===== config.mk =====
export PLATFORM = sky130hd
export DESIGN_NAME = fsm_input_debounce
export DESIGN_NICKNAME = d
export VERILOG_FILES = /design/src/rtl/fsm_input_debounce.sv
export SDC_FILE = /design/constraint.sdc
export NUM_CORES = 1
export LEC_CHECK = 0
export CORE_MARGIN = 5
export CORE_UTILIZATION = 48
export DETAILED_ROUTE_END_ITERATION = 7
export PLACE_DENSITY = 0.77
export SETUP_SLACK_MARGIN = 0.2
export SYNTH_ARGS = -nofsm -noshare
export SYNTH_HDL_FRONTEND = slang
export SYNTH_SLANG_ARGS = --single-unit

===== constraint.sdc =====
create_clock -name clock -period 3.03 [get_ports clock]
set_input_delay 0.303 -clock clock [delete_from_list [all_inputs] [get_ports clock]]
set_output_delay 0.303 -clock clock [all_outputs]
set_load 0.05 [all_outputs]

===== src/rtl/fsm_input_debounce.sv =====
// Debounces an asynchronous input: two-flop synchronizer followed by a
// run-length FSM that accepts a new level after DEBOUNCE_CYCLES equal samples.
module fsm_input_debounce #(
  parameter int unsigned DEBOUNCE_CYCLES = 4
) (
  input  logic       clock,
  input  logic       reset,
  input  logic       raw_in,
  input  logic       enable,
  output logic       A,
  output logic       a_rise,
  output logic       a_fall,
  output logic [7:0] glitch_count
);

  localparam int unsigned CNT_W = 8;
  localparam logic [CNT_W-1:0] LAST = CNT_W'(DEBOUNCE_CYCLES - 1);
  localparam logic [CNT_W-1:0] GLITCH_MAX = '1;

  typedef enum logic [1:0] {
    STABLE_LO = 2'd0,
    CHECK_HI  = 2'd1,
    STABLE_HI = 2'd2,
    CHECK_LO  = 2'd3
  } state_t;

  state_t           state_q, state_d;
  logic             sync1_q, sync2_q;
  logic [CNT_W-1:0] cnt_q, cnt_d;
  logic             a_q, a_d;
  logic             rise_q, rise_d;
  logic             fall_q, fall_d;
  logic [CNT_W-1:0] glitch_q, glitch_d;

  // State, synchronizer and registered outputs; the synchronizer ignores enable.
  always_ff @(posedge clock or negedge reset) begin
    if (!reset) begin
      sync1_q  <= 1'b0;
      sync2_q  <= 1'b0;
      state_q  <= STABLE_LO;
      cnt_q    <= '0;
      a_q      <= 1'b0;
      rise_q   <= 1'b0;
      fall_q   <= 1'b0;
      glitch_q <= '0;
    end else begin
      sync1_q  <= raw_in;
      sync2_q  <= sync1_q;
      state_q  <= state_d;
      cnt_q    <= cnt_d;
      a_q      <= a_d;
      rise_q   <= rise_d;
      fall_q   <= fall_d;
      glitch_q <= glitch_d;
    end
  end

  // Next-state: a run of opposite samples either reaches LAST and flips A,
  // or is broken early and counts as one rejected glitch.
  always_comb begin
    state_d  = state_q;
    cnt_d    = cnt_q;
    a_d      = a_q;
    rise_d   = 1'b0;
    fall_d   = 1'b0;
    glitch_d = glitch_q;
    if (enable) begin
      unique case (state_q)
        STABLE_LO: begin
          if (sync2_q) begin
            if (LAST == '0) begin
              state_d = STABLE_HI;
              a_d     = 1'b1;
              rise_d  = 1'b1;
              cnt_d   = '0;
            end else begin
              state_d = CHECK_HI;
              cnt_d   = CNT_W'(1);
            end
          end
        end
        CHECK_HI: begin
          if (sync2_q) begin
            if (cnt_q == LAST) begin
              state_d = STABLE_HI;
              a_d     = 1'b1;
              rise_d  = 1'b1;
              cnt_d   = '0;
            end else begin
              cnt_d = cnt_q + CNT_W'(1);
            end
          end else begin
            state_d = STABLE_LO;
            cnt_d   = '0;
            if (glitch_q != GLITCH_MAX) glitch_d = glitch_q + CNT_W'(1);
          end
        end
        STABLE_HI: begin
          if (!sync2_q) begin
            if (LAST == '0) begin
              state_d = STABLE_LO;
              a_d     = 1'b0;
              fall_d  = 1'b1;
              cnt_d   = '0;
            end else begin
              state_d = CHECK_LO;
              cnt_d   = CNT_W'(1);
            end
          end
        end
        CHECK_LO: begin
          if (!sync2_q) begin
            if (cnt_q == LAST) begin
              state_d = STABLE_LO;
              a_d     = 1'b0;
              fall_d  = 1'b1;
              cnt_d   = '0;
            end else begin
              cnt_d = cnt_q + CNT_W'(1);
            end
          end else begin
            state_d = STABLE_HI;
            cnt_d   = '0;
            if (glitch_q != GLITCH_MAX) glitch_d = glitch_q + CNT_W'(1);
          end
        end
        default: state_d = STABLE_LO;
      endcase
    end
  end

  assign A            = a_q;
  assign a_rise       = rise_q;
  assign a_fall       = fall_q;
  assign glitch_count = glitch_q;

endmodule

==> metrics.md <==
| Metric | Value |
|---|---|
| Critical path cell sequence | ha_1 > nor4b_1 > a211oi_1 > nor2_1 > mux2_2 |
| Filler cell count | 190 |
| Footprint of the multi-input gates | 489 um2 |
| Sw frac | 45.0% |
| Initial Util | 49.6% |
| CP peak stage delay | 0.46 ns |
| Area growth from synthesis to layout | 17.7% |
| Sink Count | 23 |
| CTS Buf Count | 3 |
| Die area | 0.00331 mm2 |
| Initial DRT Pass Iterations | 4 |
| Overflow after GRT | 0 |
| Period minus WS final | 1.95 ns |
| CTS tree | built |
| Synthesized area | 0.00109 mm2 |
| Run status | complete, no violations |
| Clock Latency Late Sink | 0.30 ns |
| Syn Area/Cell | 10.8 um2 |
| Yosys warns | 0 |
| Power per cell area | 822 mW/mm2 |
| GR Util All Layers | 13.4% |
| Leak | 0.000532 uW |
| H-tree depth | 1 |
| FMAX | 512 MHz |
| Vias in the first global route | 807 |
| Slowest CP cell | dfrtp_1 |
| Peak supply drop | 0.000478 V |
| #FFs+latches synth | 23 |
| Clk_skew | 0.00895 ns |
| Die W | 57.6 um |
| Post-place setup slack | 1.04 ns |
| Number of gates resized after cts | 0 |
| ANT cells | 0 |
| RSZ-0062 raised after global routing | no |
| Net switching power | 473 uW |
| Die height | 57.6 um |
| Final setup margin | 1.08 ns |
| Final worst-path cycle share | 64.5% |
| Reg area | 576 um2 |
| Initial antenna violation count | 0 |
| Least-Margin Pin Slew | 0.970 ns |
| Startpoint types | flip-flop |
| Clock Tree Root | clkbuf_4 |
| Starting DRT DRC Count | 15 |
| Final Hold Violating Endpoints | 0 |
| Syn nets | 107 |
| Cell count after synthesis | 101 |
| Largest net degree at the start of global routing | 24 |
| Flop pwr share | 44.9% |
| Vias/cell | 5.68 |
| Slew margin rel. | 35.1% |
| Vias | 823 |
| Hold WC Path Type | flip-flop to flip-flop |
| Max FO, Critical Path | 5 |
| GPL Wtd Cong | 0.891 |
| WL per Instance | 14.0 um |
| Maxcap violations | 0 |
| WP data arrival | 2.16 ns |
| Core ar. | 0.00219 mm2 |
| Input/output buffers | 14 |
| First-pass GRT wire length | 3500 um |
| Comb pwr share | 41.9% |
| Clock Path Buffers | 2 |
| CTS clk-pin slew, worst paths | 0.13 ns |
| Int Power | 578 uW |
| CP Class | flip-flop to flip-flop |
| Placed wire-length estimate | 1600 um |
| Crit end category | flip-flop |
| Nets | 124 |
| Post-Route WL | 2030 um |
| Fin. max-slew vios | 0 |
| Flop-to-flop setup slack | 1.08 ns |
| Number of library cell types mapped by synthesis | 28 |
| Row count | 17 |
| Boundary pin count | 15 |
| Clk network pwr share | 13.2% |
| Postcts setup bufs | 0 |
| Finish-stage setup viols | 0 |
| CP Data Required Time | 3.24 ns |
| Layout cells sized above 1 | 8.55% |
| Post-layout util | 58.4% |
| # DRC | 0 |
| Post-DRT Antenna Nets | 0 |
| Fin Setup TNS | 0 ns |
| Hold buffers post-CTS | 0 |
| Sequential-to-total area share from yosys stat | 53.0% |
## path summary, 6_finish.rpt
path / from / to / cells after the start
max in group asynchronous: reset / cnt_q[4]$_DFFE_PN0P_ / 1
min in group asynchronous: reset / glitch_count[5]$_DFFE_PN0P_ / 1
max reg2reg: cnt_q[0]$_DFFE_PN0P_ / flip-flop / 5
max: cnt_q[0]$_DFFE_PN0P_ / flip-flop / 5
min reg2reg: sync1_q$_DFF_PN0_ / sync2_q$_DFF_PN0_ / 0
min: sync1_q$_DFF_PN0_ / sync2_q$_DFF_PN0_ / 0
## power groups by stage
stage | Clock [uW] | Combinational, uW | Sequential [uW]
floorplan | 0 | 212 | 566
global placement | 0 | 427 | 473
detailed placement | 0 | 442 | 478
CTS | 140 | 443 | 471
global route | 157 | 471 | 485
finish | 139 | 440 | 472
## synth_stat cells
cell type | number | area share [%]
or3_1 | 1 | 0.58
mux2_2 | 2 | 2.1
or3_2 | 1 | 0.69
o211ai_1 | 1 | 0.69
dfrtp_1 | 23 | 53
nor4b_1 | 2 | 1.6
and2_1 | 1 | 0.58
ha_1 | 2 | 2.3
xor2_2 | 1 | 1.5
a2bb2oi_1 | 1 | 0.81
xnor2_1 | 5 | 4.0
o2111ai_2 | 2 | 2.8
nand4_1 | 2 | 1.2
xor2_1 | 6 | 4.8
and4_1 | 1 | 0.81
o31ai_1 | 3 | 2.1
o2111ai_1 | 1 | 0.81
or4_1 | 1 | 0.69
nor3_1 | 6 | 2.8
a32o_1 | 1 | 0.92
o21ai_0 | 5 | 2.3
nor2_1 | 11 | 3.8
inv_1 | 3 | 1.0
a211oi_1 | 1 | 0.69
buf_2 | 2 | 0.92
a21oi_1 | 4 | 1.8
nand2_1 | 7 | 2.4
nand3_1 | 5 | 2.3
## layer usage
| metal | wire length [um] | part of all wire [%] | GRT usage (%) | up-vias |
|---|---|---|---|---|
| li1 | - | - | - | 394 |
| met1 | 843 | 41 | 15.5 | 407 |
| met2 | 1070 | 52 | 24.2 | 20 |
| met3 | 112 | 5.5 | 3.62 | 2 |
| met4 | 12 | 0.59 | 3.64 | 0 |
| met5 | 0 | 0 | 0 | - |
## cells by family (layout without fill, tap and decap cells)
family | after synthesis | count (layout) | synth area share, %
buffers and inverters | 5 | 21 | 1.96
XOR/XNOR | 12 | 12 | 10.4
AND/OR/NAND/NOR | 38 | 38 | 17.4
adder cells (fa/ha/maj) | 2 | 2 | 2.30
flip-flops | 23 | 23 | 53.0
AO/OA/AOI/OAI | 19 | 19 | 12.9
multiplexers | 2 | 2 | 2.07
## critical path, delay by kind of cell (launching register included)
family                     cells  cell delay, ns
AOI/OAI and AO/OA              1            0.22
adders and majority gates      1            0.23
DFF                            1            0.46
muxes                          1            0.35
and+or+nand+nor                2            0.59
## state kept, by name, summed over array words and instances (netlist names), named ones only
| name | count |
|---|---|
| A | 1 |
| state_q | 1 |
| sync2_q | 1 |
| a_rise | 1 |
| glitch_count | 8 |
| sync1_q | 1 |
| cnt_q | 8 |
| a_fall | 1 |
## area by class of cell
cell class / instances / area share [%]
Sequential cell: 23 / 45.0
Multi-Input combinational cell: 73 / 38.3
Timing Repair Buffer: 14 / 11.0
Tap cell: 28 / 2.74
Clock buffer: 3 / 1.76
Inverter: 3 / 0.881
Clock inverter: 1 / 0.391
## cell usage in the layout (no fill, tap or decap), types with 4 or more instances in the layout
cell type / instances
dfrtp_1: 23
nand2_1: 7
xor2_1: 6
nor3_1: 6
a21oi_1: 4
clkdlybuf4s50_1: 14
nor2_1: 11
xnor2_1: 5
nand3_1: 5
o21ai_0: 5
## per-stage QoR
| step | instance area [um2] | cells | total power (uW) | hold slack [ns] |
|---|---|---|---|---|
| after global placement | 1250 | 141 | 900 | 0.334 |
| final | 1280 | 145 | 1050 | 0.368 |
| after global routing | 1280 | 145 | 1110 | 0.394 |
| after detailed placement | 1250 | 141 | 920 | 0.340 |
| after floorplan | 1090 | 101 | 778 | 0.00741 |
| after CTS | 1280 | 145 | 1060 | 0.369 |
(Power assumes the default switching activity.)
